File: src/rtl/drm_data_pkg.sv
// Shared definitions for the drm_data RAM arbiter: default geometry,
// requester count, sequencer state encoding and the read-tag record.
package drm_data_pkg;

  localparam int ADDR_WIDTH = 12;
  localparam int DATA_WIDTH = 8;
  localparam int RD_LATENCY = 2;
  localparam int NUM_REQ    = 2;

  typedef enum logic [0:0] {
    ST_CLEAR = 1'b0,
    ST_RUN   = 1'b1
  } state_e;

  // One slot of the read-return pipeline: which requester the data belongs to.
  typedef struct packed {
    logic vld;
    logic id;
  } tag_t;

endpackage

File: src/rtl/drm_data_rr_arb.sv
// Two-way round-robin grant. The grant is combinational; the pointer moves
// to the losing requester after every grant so contention alternates.
module drm_data_rr_arb
  import drm_data_pkg::*;
(
  input  logic               clk,
  input  logic               rst,
  input  logic               en_i,
  input  logic [NUM_REQ-1:0] valid_i,
  output logic [NUM_REQ-1:0] grant_o
);

  logic rr_ptr_q, rr_ptr_d;

  always_comb begin
    grant_o = '0;
    if (en_i) begin
      unique case (valid_i)
        2'b01:   grant_o = 2'b01;
        2'b10:   grant_o = 2'b10;
        2'b11:   grant_o = rr_ptr_q ? 2'b10 : 2'b01;
        default: grant_o = '0;
      endcase
    end
  end

  always_comb begin
    rr_ptr_d = rr_ptr_q;
    if (grant_o[0]) begin
      rr_ptr_d = 1'b1;
    end else if (grant_o[1]) begin
      rr_ptr_d = 1'b0;
    end
  end

  always_ff @(posedge clk or posedge rst) begin
    if (rst) begin
      rr_ptr_q <= 1'b0;
    end else begin
      rr_ptr_q <= rr_ptr_d;
    end
  end

endmodule

File: src/rtl/drm_data_arb.sv
// Owner of both drm_data RAM ports: zero-fill sweep after reset or on
// command, then one round-robin granted read or write per cycle.
//
//   state    | meaning
//   ST_CLEAR | writing 0 to clr_cnt each cycle, requesters held off
//   ST_RUN   | init_done=1, arbitration enabled, clear re-enters ST_CLEAR
module drm_data_arb #(
  parameter int ADDR_WIDTH = drm_data_pkg::ADDR_WIDTH,
  parameter int DATA_WIDTH = drm_data_pkg::DATA_WIDTH,
  parameter int RD_LATENCY = drm_data_pkg::RD_LATENCY
) (
  input  logic                    clk,
  input  logic                    rst,
  input  logic [1:0]              req_valid,
  output logic [1:0]              req_ready,
  input  logic [1:0]              req_we,
  input  logic [2*ADDR_WIDTH-1:0] req_addr,
  input  logic [2*DATA_WIDTH-1:0] req_wdata,
  output logic [1:0]              rsp_valid,
  output logic [DATA_WIDTH-1:0]   rsp_rdata,
  input  logic                    clear,
  output logic                    init_done,
  output logic                    ram_wr_en,
  output logic [ADDR_WIDTH-1:0]   ram_wr_addr,
  output logic [DATA_WIDTH-1:0]   ram_wr_data,
  output logic                    ram_wr_byte_en,
  output logic [ADDR_WIDTH-1:0]   ram_rd_addr,
  input  logic [DATA_WIDTH-1:0]   ram_rd_data
);
  import drm_data_pkg::*;

  localparam int PIPE_DEPTH = 1 + RD_LATENCY;
  localparam int CNT_W      = ADDR_WIDTH + 1;
  localparam logic [CNT_W-1:0] CLR_LAST = {1'b0, {ADDR_WIDTH{1'b1}}};

  state_e                 state_q, state_d;
  logic [CNT_W-1:0]       clr_cnt_q, clr_cnt_d;
  logic                   run;

  logic [NUM_REQ-1:0]     grant;
  logic                   win_id;
  logic                   win_we;
  logic [ADDR_WIDTH-1:0]  win_addr;
  logic [DATA_WIDTH-1:0]  win_wdata;

  logic                   wr_en_q, wr_en_d;
  logic [ADDR_WIDTH-1:0]  wr_addr_q, wr_addr_d;
  logic [DATA_WIDTH-1:0]  wr_data_q, wr_data_d;
  logic [ADDR_WIDTH-1:0]  rd_addr_q, rd_addr_d;

  tag_t                   tag_in;
  tag_t [PIPE_DEPTH-1:0]  tag_q;
  tag_t                   tag_exit;

  // Sweep runs to the terminal address then hands over to RUN; a clear
  // request during the sweep has no effect.
  always_comb begin
    state_d   = state_q;
    clr_cnt_d = clr_cnt_q;
    unique case (state_q)
      ST_CLEAR: begin
        if (clr_cnt_q == CLR_LAST) begin
          state_d   = ST_RUN;
          clr_cnt_d = '0;
        end else begin
          clr_cnt_d = clr_cnt_q + 1'b1;
        end
      end
      ST_RUN: begin
        if (clear) begin
          state_d   = ST_CLEAR;
          clr_cnt_d = '0;
        end
      end
      default: begin
        state_d   = ST_CLEAR;
        clr_cnt_d = '0;
      end
    endcase
  end

  always_ff @(posedge clk or posedge rst) begin
    if (rst) begin
      state_q   <= ST_CLEAR;
      clr_cnt_q <= '0;
    end else begin
      state_q   <= state_d;
      clr_cnt_q <= clr_cnt_d;
    end
  end

  assign run       = (state_q == ST_RUN);
  assign init_done = run;

  drm_data_rr_arb u_rr_arb (
    .clk     (clk),
    .rst     (rst),
    .en_i    (run),
    .valid_i (req_valid),
    .grant_o (grant)
  );

  assign req_ready = grant;

  assign win_id    = grant[1];
  assign win_we    = |(grant & req_we);
  assign win_addr  = win_id ? req_addr[2*ADDR_WIDTH-1:ADDR_WIDTH]
                            : req_addr[ADDR_WIDTH-1:0];
  assign win_wdata = win_id ? req_wdata[2*DATA_WIDTH-1:DATA_WIDTH]
                            : req_wdata[DATA_WIDTH-1:0];

  // The sweep and granted commands share one registered write port.
  always_comb begin
    wr_en_d   = 1'b0;
    wr_addr_d = wr_addr_q;
    wr_data_d = wr_data_q;
    rd_addr_d = rd_addr_q;
    if (!run) begin
      wr_en_d   = 1'b1;
      wr_addr_d = clr_cnt_q[ADDR_WIDTH-1:0];
      wr_data_d = '0;
    end else if (|grant) begin
      if (win_we) begin
        wr_en_d   = 1'b1;
        wr_addr_d = win_addr;
        wr_data_d = win_wdata;
      end else begin
        rd_addr_d = win_addr;
      end
    end
  end

  always_ff @(posedge clk or posedge rst) begin
    if (rst) begin
      wr_en_q   <= 1'b0;
      wr_addr_q <= '0;
      wr_data_q <= '0;
      rd_addr_q <= '0;
    end else begin
      wr_en_q   <= wr_en_d;
      wr_addr_q <= wr_addr_d;
      wr_data_q <= wr_data_d;
      rd_addr_q <= rd_addr_d;
    end
  end

  assign ram_wr_en      = wr_en_q;
  assign ram_wr_addr    = wr_addr_q;
  assign ram_wr_data    = wr_data_q;
  assign ram_wr_byte_en = 1'b1;
  assign ram_rd_addr    = rd_addr_q;

  // One slot for the address register plus RD_LATENCY for the RAM itself.
  assign tag_in.vld = run & (|grant) & ~win_we;
  assign tag_in.id  = win_id;

  always_ff @(posedge clk or posedge rst) begin
    if (rst) begin
      tag_q <= '0;
    end else begin
      tag_q <= {tag_q[PIPE_DEPTH-2:0], tag_in};
    end
  end

  assign tag_exit  = tag_q[PIPE_DEPTH-1];
  assign rsp_valid = {tag_exit.vld & tag_exit.id, tag_exit.vld & ~tag_exit.id};
  assign rsp_rdata = tag_exit.vld ? ram_rd_data : '0;

endmodule
File: config.mk
export PLATFORM = sky130hd
export DESIGN_NAME = drm_data_arb
export DESIGN_NICKNAME = d
export VERILOG_FILES = /design/src/rtl/drm_data_pkg.sv /design/src/rtl/drm_data_rr_arb.sv /design/src/rtl/drm_data_arb.sv
export SDC_FILE = /design/constraint.sdc
export NUM_CORES = 1
export LEC_CHECK = 0
export CAP_MARGIN = 15
export CORE_MARGIN = 3
export CORE_UTILIZATION = 35
export CTS_CLUSTER_DIAMETER = 100
export DETAILED_ROUTE_END_ITERATION = 10
export HOLD_SLACK_MARGIN = 0.03
export SLEW_MARGIN = 25
export SYNTH_ARGS = -nofsm -noshare
export SYNTH_HDL_FRONTEND = slang
export SYNTH_SLANG_ARGS = --single-unit
File: constraint.sdc
create_clock -name clk -period 3.9 [get_ports clk]
set_input_delay 0.78 -clock clk [delete_from_list [all_inputs] [get_ports clk]]
set_output_delay 0.78 -clock clk [all_outputs]
set_load 0.03 [all_outputs]
Word-level counts from Yosys, hierarchy flattened
Cells that the tools add are included.

Flip-flop bits (word level): 54. Bits in latches: 0. RAM bits: 0. Memory bits (read-only): 0. Bits of input ports: 55. Output and inout port bits: 47. Logic and storage cells: 57. Memories: 0.

Add/subtract/negate cells: 1. Multipliers: 0. Div/mod/pow operators: 0. $lt $le $gt $ge: 0. Equal/unequal tests: 7. Shift operators: 0. Mux-type cells: 23. Bitwise gates (word level): 8. Reduce and logical (&&, ||, !) cells: 5.

Operators by type and width (number): 2-to-1 mux 12 bit (4); 2-to-1 mux 8 bit (5); 2-to-1 mux 13 bit (2); one-hot mux 13 bit (2 select lines) (1); adder 13 x 1 -> 13 bit (second input constant) (1); equality test 13 x 12 -> 1 bit (second input constant) (1); 2-to-1 mux 1 bit (7); one-hot mux 2 bit (3 select lines) (1); bitwise AND 1 bit (4); equality test 2 bit (second input constant) (2); 2-to-1 mux 2 bit (2); inequality test 2 x 1 -> 1 bit (second input constant) (2); OR reduction 2 bit (2); NOT 1 bit (3); AND reduction 3 bit (1); bitwise AND 2 bit (1); equality test 2 x 1 -> 1 bit (second input constant) (1); inequality test 2 bit (second input constant) (1); one-hot mux 1 bit (2 select lines) (1); AND reduction 2 bit (1); nonzero test 2 bit (1).

Depth between registers and ports, before layout
Word-level depth: 8. Gate-level depth with buffers: 6. Depth with buffers taken out: 5.

Hierarchy
A second synthesis with hierarchy kept.

Cell total of the unflattened synthesis: 266. Area, all modules: 2611.3 um2.

By module, submodules not included: drm_data_arb (instances 1, cells each 256, area each 2538.7 um2, seq. area each 1326.3 um2); drm_data_rr_arb (instances 1, cells each 10, area each 72.6 um2, seq. area each 25.0 um2).

Worst setup path before layout
Ideal clock, no wire load.

Kind: input-to-output. Start point: input port req_valid[0]. End point: output port req_ready[1]. Arrival time: 1.713 ns. Data required time: 3.120 ns. Path slack: 1.407 ns. Stages: 6. Buffers on the path: 3. Cell sequence: and2b_4 > or3_1 > buf_2 > buf_6 > inv_2 > buf_4.

RTL lines: start, declared (line drm_data_arb.sv:14) `input logic [1:0] req_valid,`; end, declared (line drm_data_arb.sv:15) `output logic [1:0] req_ready,`.

Worst setup path in the final report
Start point: input port req_valid[1]. End point: output port req_ready[0].

Word-level cells in the longest chain between the ends: 3. Elaborated cells on any way between the ends: 5. Classes of those cells: 3 x eq/ne; 2 x mux.

Ends and longest elaborated chain: equality test 2 bit or equality test 2 x 1 -> 1 bit (tied branches) (line drm_data_rr_arb.sv:18) `unique case (valid_i)`; one-hot mux 2 bit (3 select lines) * (line drm_data_rr_arb.sv:18); 2-to-1 mux 2 bit * (line drm_data_rr_arb.sv:17) `if (en_i) begin`.

Mark *: on every way between the ends. The rest lies on a longest branch, timed or not.

==> results.rst <==
.. list-table::
   :header-rows: 1

   * - Metric
     - Value
   * - Arithmetic-cell share of the synthesized area counting full adders, half adders and majority gates
     - 0.430%
   * - Cells traversed along the worst timing path
     - clkdlybuf4s50_1 -> and2_1 -> nor2_1 -> clkdlybuf4s50_1
   * - Number of different library cells in the post-synthesis netlist
     - 41
   * - Fraction of registers with async set/reset
     - 100%
   * - Placer's final routability congestion estimate
     - 0.858
   * - Compound-cell area share of the yosys netlist
     - 14.8%
   * - Setup Viol. Count Final
     - 0
   * - Buffers inserted during post-CTS setup optimization
     - 0
   * - # rows
     - 32
   * - Synth Area in XOR/XNOR
     - 0.603%
   * - Crit path buffers/inverters
     - 2
   * - Horiz. Die Dim
     - 97.1 um
   * - Share of layout cells above drive strength 1
     - 11.3%
   * - Number of buffers between clock root and the deepest sink
     - 2
   * - Met2 usage
     - 26.8%
   * - PortBufs
     - 100
   * - Fraction of power consumed by sequential logic
     - 46.1%
   * - Number of top-level design ports
     - 102
   * - Post-route setup slack
     - 798 ps
   * - Pre-antenna DRT Iters
     - 5
   * - Mean Syn Cell Area
     - 10.5 sq um
   * - Combinational family with the most area after synthesis
     - multiplexers
   * - P_sw
     - 0.525 mW
   * - Remaining global-route overflow
     - 0
   * - Maximum cell stage delay along the critical path
     - 670 ps
   * - Reported max-cap violation count
     - 0
   * - Die Footprint
     - 0.00943 sq mm
   * - Met1 Resource Use GR
     - 23.5%
   * - Area of the core
     - 0.00789 sq mm
   * - Commonest cells after routing, fill and taps aside
     - 99 x sky130_fd_sc_hd__clkdlybuf4s50_1, 54 x sky130_fd_sc_hd__dfrtp_1, 24 x sky130_fd_sc_hd__o21ai_0
   * - Post-synthesis simple-gate area fraction
     - 14.6%
   * - Post-route DRC
     - 0
   * - Switching fraction of total power
     - 33.0%
   * - Run status
     - finished clean
   * - Area of the mapped netlist
     - 0.00291 sq mm
   * - Setup repair after global routing missed its margin
     - no
   * - Hold Path Class
     - register to register
   * - Fraction of power consumed by combinational cells
     - 31.9%
   * - Detailed placer's ending HPWL
     - 5750 um
   * - Clock Root Buffer
     - sky130_fd_sc_hd__clkbuf_8
   * - P_leak
     - 1.73 nW
   * - Critical path startpoint category
     - input pin
   * - Final count of pins violating max slew
     - 0
   * - Worst-Skew Late Latency
     - 310 ps
   * - Most frequent CP cell
     - sky130_fd_sc_hd__clkdlybuf4s50_1
   * - Dominant register cell in the synthesized netlist
     - sky130_fd_sc_hd__dfrtp_1
   * - # H-tree levels
     - 2
   * - Cells resized by post-CTS repair
     - 0
   * - Total number of vias
     - 2479
   * - Num Clock Sinks
     - 54
   * - Wire length of the first global-routing pass
     - 12800 um
   * - Maximum fanout count along the critical path
     - 6
   * - Reg-to-reg setup timing slack
     - 1610 ps
   * - Net count of the mapped netlist
     - 334
   * - Total detailed-routing wirelength
     - 7850 um
   * - Final ANT Viol Nets
     - 0
   * - First-iteration detailed-routing DRC count
     - 153
   * - Slew margin rel.
     - 37.1%
   * - Met3 layer usage reported by global route
     - 3.37%
   * - Clock tree from TritonCTS
     - built
   * - Number of global-route vias before repair
     - 2427
   * - Post-synth EDFFs
     - 0
   * - Most frequent standard cell in the layout excluding fill and tap cells
     - sky130_fd_sc_hd__clkdlybuf4s50_1
   * - Final Hold Vio Count
     - 0
   * - Final worst path period share
     - 79.6%
   * - Detail-routed via count per cell
     - 5.24
   * - Share of synthesized area occupied by flip-flops and latches
     - 46.5%
   * - Number of nets in the layout
     - 426
   * - Hold buffer count at cts
     - 0
   * - Synthesized netlist cell count
     - 278
   * - Largest net degree at the start of global routing
     - 43
   * - Pre-CTS setup slack
     - 805 ps
   * - Max Clock Freq
     - 322 MHz
   * - Worst ir drop on vdd
     - 0.155 mV
   * - Crit path max-delay family
     - buffers and inverters
   * - Internal Dissipation
     - 1.06 mW
   * - Critical Path AT
     - 2320 ps
   * - Mux contribution to synthesized area
     - 18.6%
   * - Clock network fraction of design power
     - 22.0%
   * - Crit-path slowest cell
     - sky130_fd_sc_hd__clkdlybuf4s50_1
   * - Skew final
     - 7.62 ps
   * - Period minus WS final
     - 3100 ps
   * - Growth of design area from synthesis to finish
     - 40.6%
   * - Tot GR Track Use
     - 16.7%
   * - Layer with the highest usage after global routing
     - met2
   * - Kind of critical path
     - input pin to primary output
   * - Antenna violations before repair
     - 0
   * - Total negative setup slack
     - 0 ps
   * - Slew @ Worst Pin
     - 943 ps
   * - Number of diodes
     - 0
   * - Number of storage elements in the synthesis netlist
     - 54
   * - Required time of the worst setup path
     - 3120 ps
   * - Starting density of the core
     - 36.8%
   * - Routed len/inst
     - 16.6 um
   * - Clock transition at the register clock pins on the worst setup and hold paths after CTS
     - 90 ps
   * - FILL cells
     - 723
   * - Num CTS Buffers
     - 5
   * - Power per standard cell area
     - 388 mW/mm^2
   * - Crit path capture type
     - primary output
   * - Die height
     - 97.1 um
   * - YS warnings
     - 0
final timing paths:
path	cells after the start	endpoint	start
worst max-delay path	4	req_ready[0]	req_valid[1]
worst min-delay path	0	tag_q[3]$_DFF_PP0_	tag_q[1]$_DFF_PP0_
min in group asynchronous	2	ram_wr_addr[7]$_DFFE_PP0P_	rst
max in group asynchronous	3	clr_cnt_q[4]$_DFFE_PP0P_	rst
worst max register to register	5	ram_rd_addr[8]$_DFFE_PP0P_	init_done$_DFF_PP0_
worst min register to register	0	tag_q[3]$_DFF_PP0_	tag_q[1]$_DFF_PP0_
sequential cells by signal, indices dropped and copies added (netlist names):
name / cells
init_done: 1
clr_cnt_q: 13
tag_q: 4
u_rr_arb.rr_ptr_q: 1
tag_exit: 2
ram_wr_en: 1
ram_wr_data: 8
ram_rd_addr: 12
ram_wr_addr: 12
metal layers:
layer	share of wire [%]	wire length, um
met3	6.8	536
met1	46	3600
met4	1.3	104
met2	46	3610
met5	0	0
cell type report:
class                      instances  area (sq um)  share of cell area (%)
timing repair buffer             108          1060                    25.9
tap                              102           128                    3.12
clock buffer                       7          96.3                    2.36
sequential                        54          1350                    33.1
clock inverter                     1          8.76                   0.214
inverter                           5          18.8                   0.459
multi-input combinational        196          1430                    34.9
worst reg2reg max path: cells and delay by family (launching register included):
kind | cells | cell delay (ps)
buffers and inverters | 2 | 420
DFF | 1 | 700
muxes | 2 | 600
and+or+nand+nor | 1 | 450
synth_stat cells, types with 2 or more instances:
cell type / n / area share, %
sky130_fd_sc_hd__nor2b_1: 2 / 0.43
sky130_fd_sc_hd__a31oi_1: 14 / 3.0
sky130_fd_sc_hd__and3_1: 4 / 0.86
sky130_fd_sc_hd__buf_1: 3 / 0.39
sky130_fd_sc_hd__inv_1: 3 / 0.39
sky130_fd_sc_hd__clkbuf_1: 12 / 1.5
sky130_fd_sc_hd__mux2_2: 12 / 4.6
sky130_fd_sc_hd__nor2_1: 19 / 2.5
sky130_fd_sc_hd__nand3_1: 5 / 0.86
sky130_fd_sc_hd__a22o_1: 5 / 1.5
sky130_fd_sc_hd__and2_1: 11 / 2.4
sky130_fd_sc_hd__o21ai_0: 24 / 4.1
sky130_fd_sc_hd__xor2_1: 2 / 0.60
sky130_fd_sc_hd__nand3b_1: 20 / 5.2
sky130_fd_sc_hd__mux2_4: 9 / 4.6
sky130_fd_sc_hd__buf_2: 4 / 0.69
sky130_fd_sc_hd__a21oi_1: 11 / 1.9
sky130_fd_sc_hd__mux2_1: 23 / 8.9
sky130_fd_sc_hd__dfrtp_1: 54 / 46
sky130_fd_sc_hd__buf_4: 3 / 0.77
sky130_fd_sc_hd__o21ai_1: 10 / 1.7
sky130_fd_sc_hd__nand2_1: 9 / 1.2
power groups by stage:
stage	clock, mW	sequential, mW	combinational, mW
5_1_grt	0.378	0.748	0.552
2_1_floorplan	0	0.833	0.185
3_3_place_gp	0	0.739	0.503
3_5_place_dp	0	0.742	0.509
4_1_cts	0.361	0.731	0.512
6_report	0.349	0.732	0.506
stage by stage:
step | hold slack [ps] | instances | power [mW] | util [%] | cell area, sq um
after global placement | 333 | 465 | 1.24 | 50.5 | 3980
after detailed placement | 335 | 465 | 1.25 | 50.5 | 3980
after CTS | 357 | 473 | 1.60 | 51.8 | 4090
final | 355 | 473 | 1.59 | 51.8 | 4090
after floorplan | 331 | 278 | 1.02 | - | 2910
after global routing | 365 | 473 | 1.68 | 51.8 | 4090
logic make-up (layout without fill, tap and decap cells):
family | after synthesis | after routing
AO/OA/AOI/OAI | 72 | 72
XOR/XNOR | 2 | 2
flip-flops | 54 | 54
other | 1 | 1
multiplexers | 45 | 45
buffers and inverters | 28 | 121
AND/OR/NAND/NOR | 75 | 75
adder cells (fa/ha/maj) | 1 | 1
(Power assumes the default switching activity.)
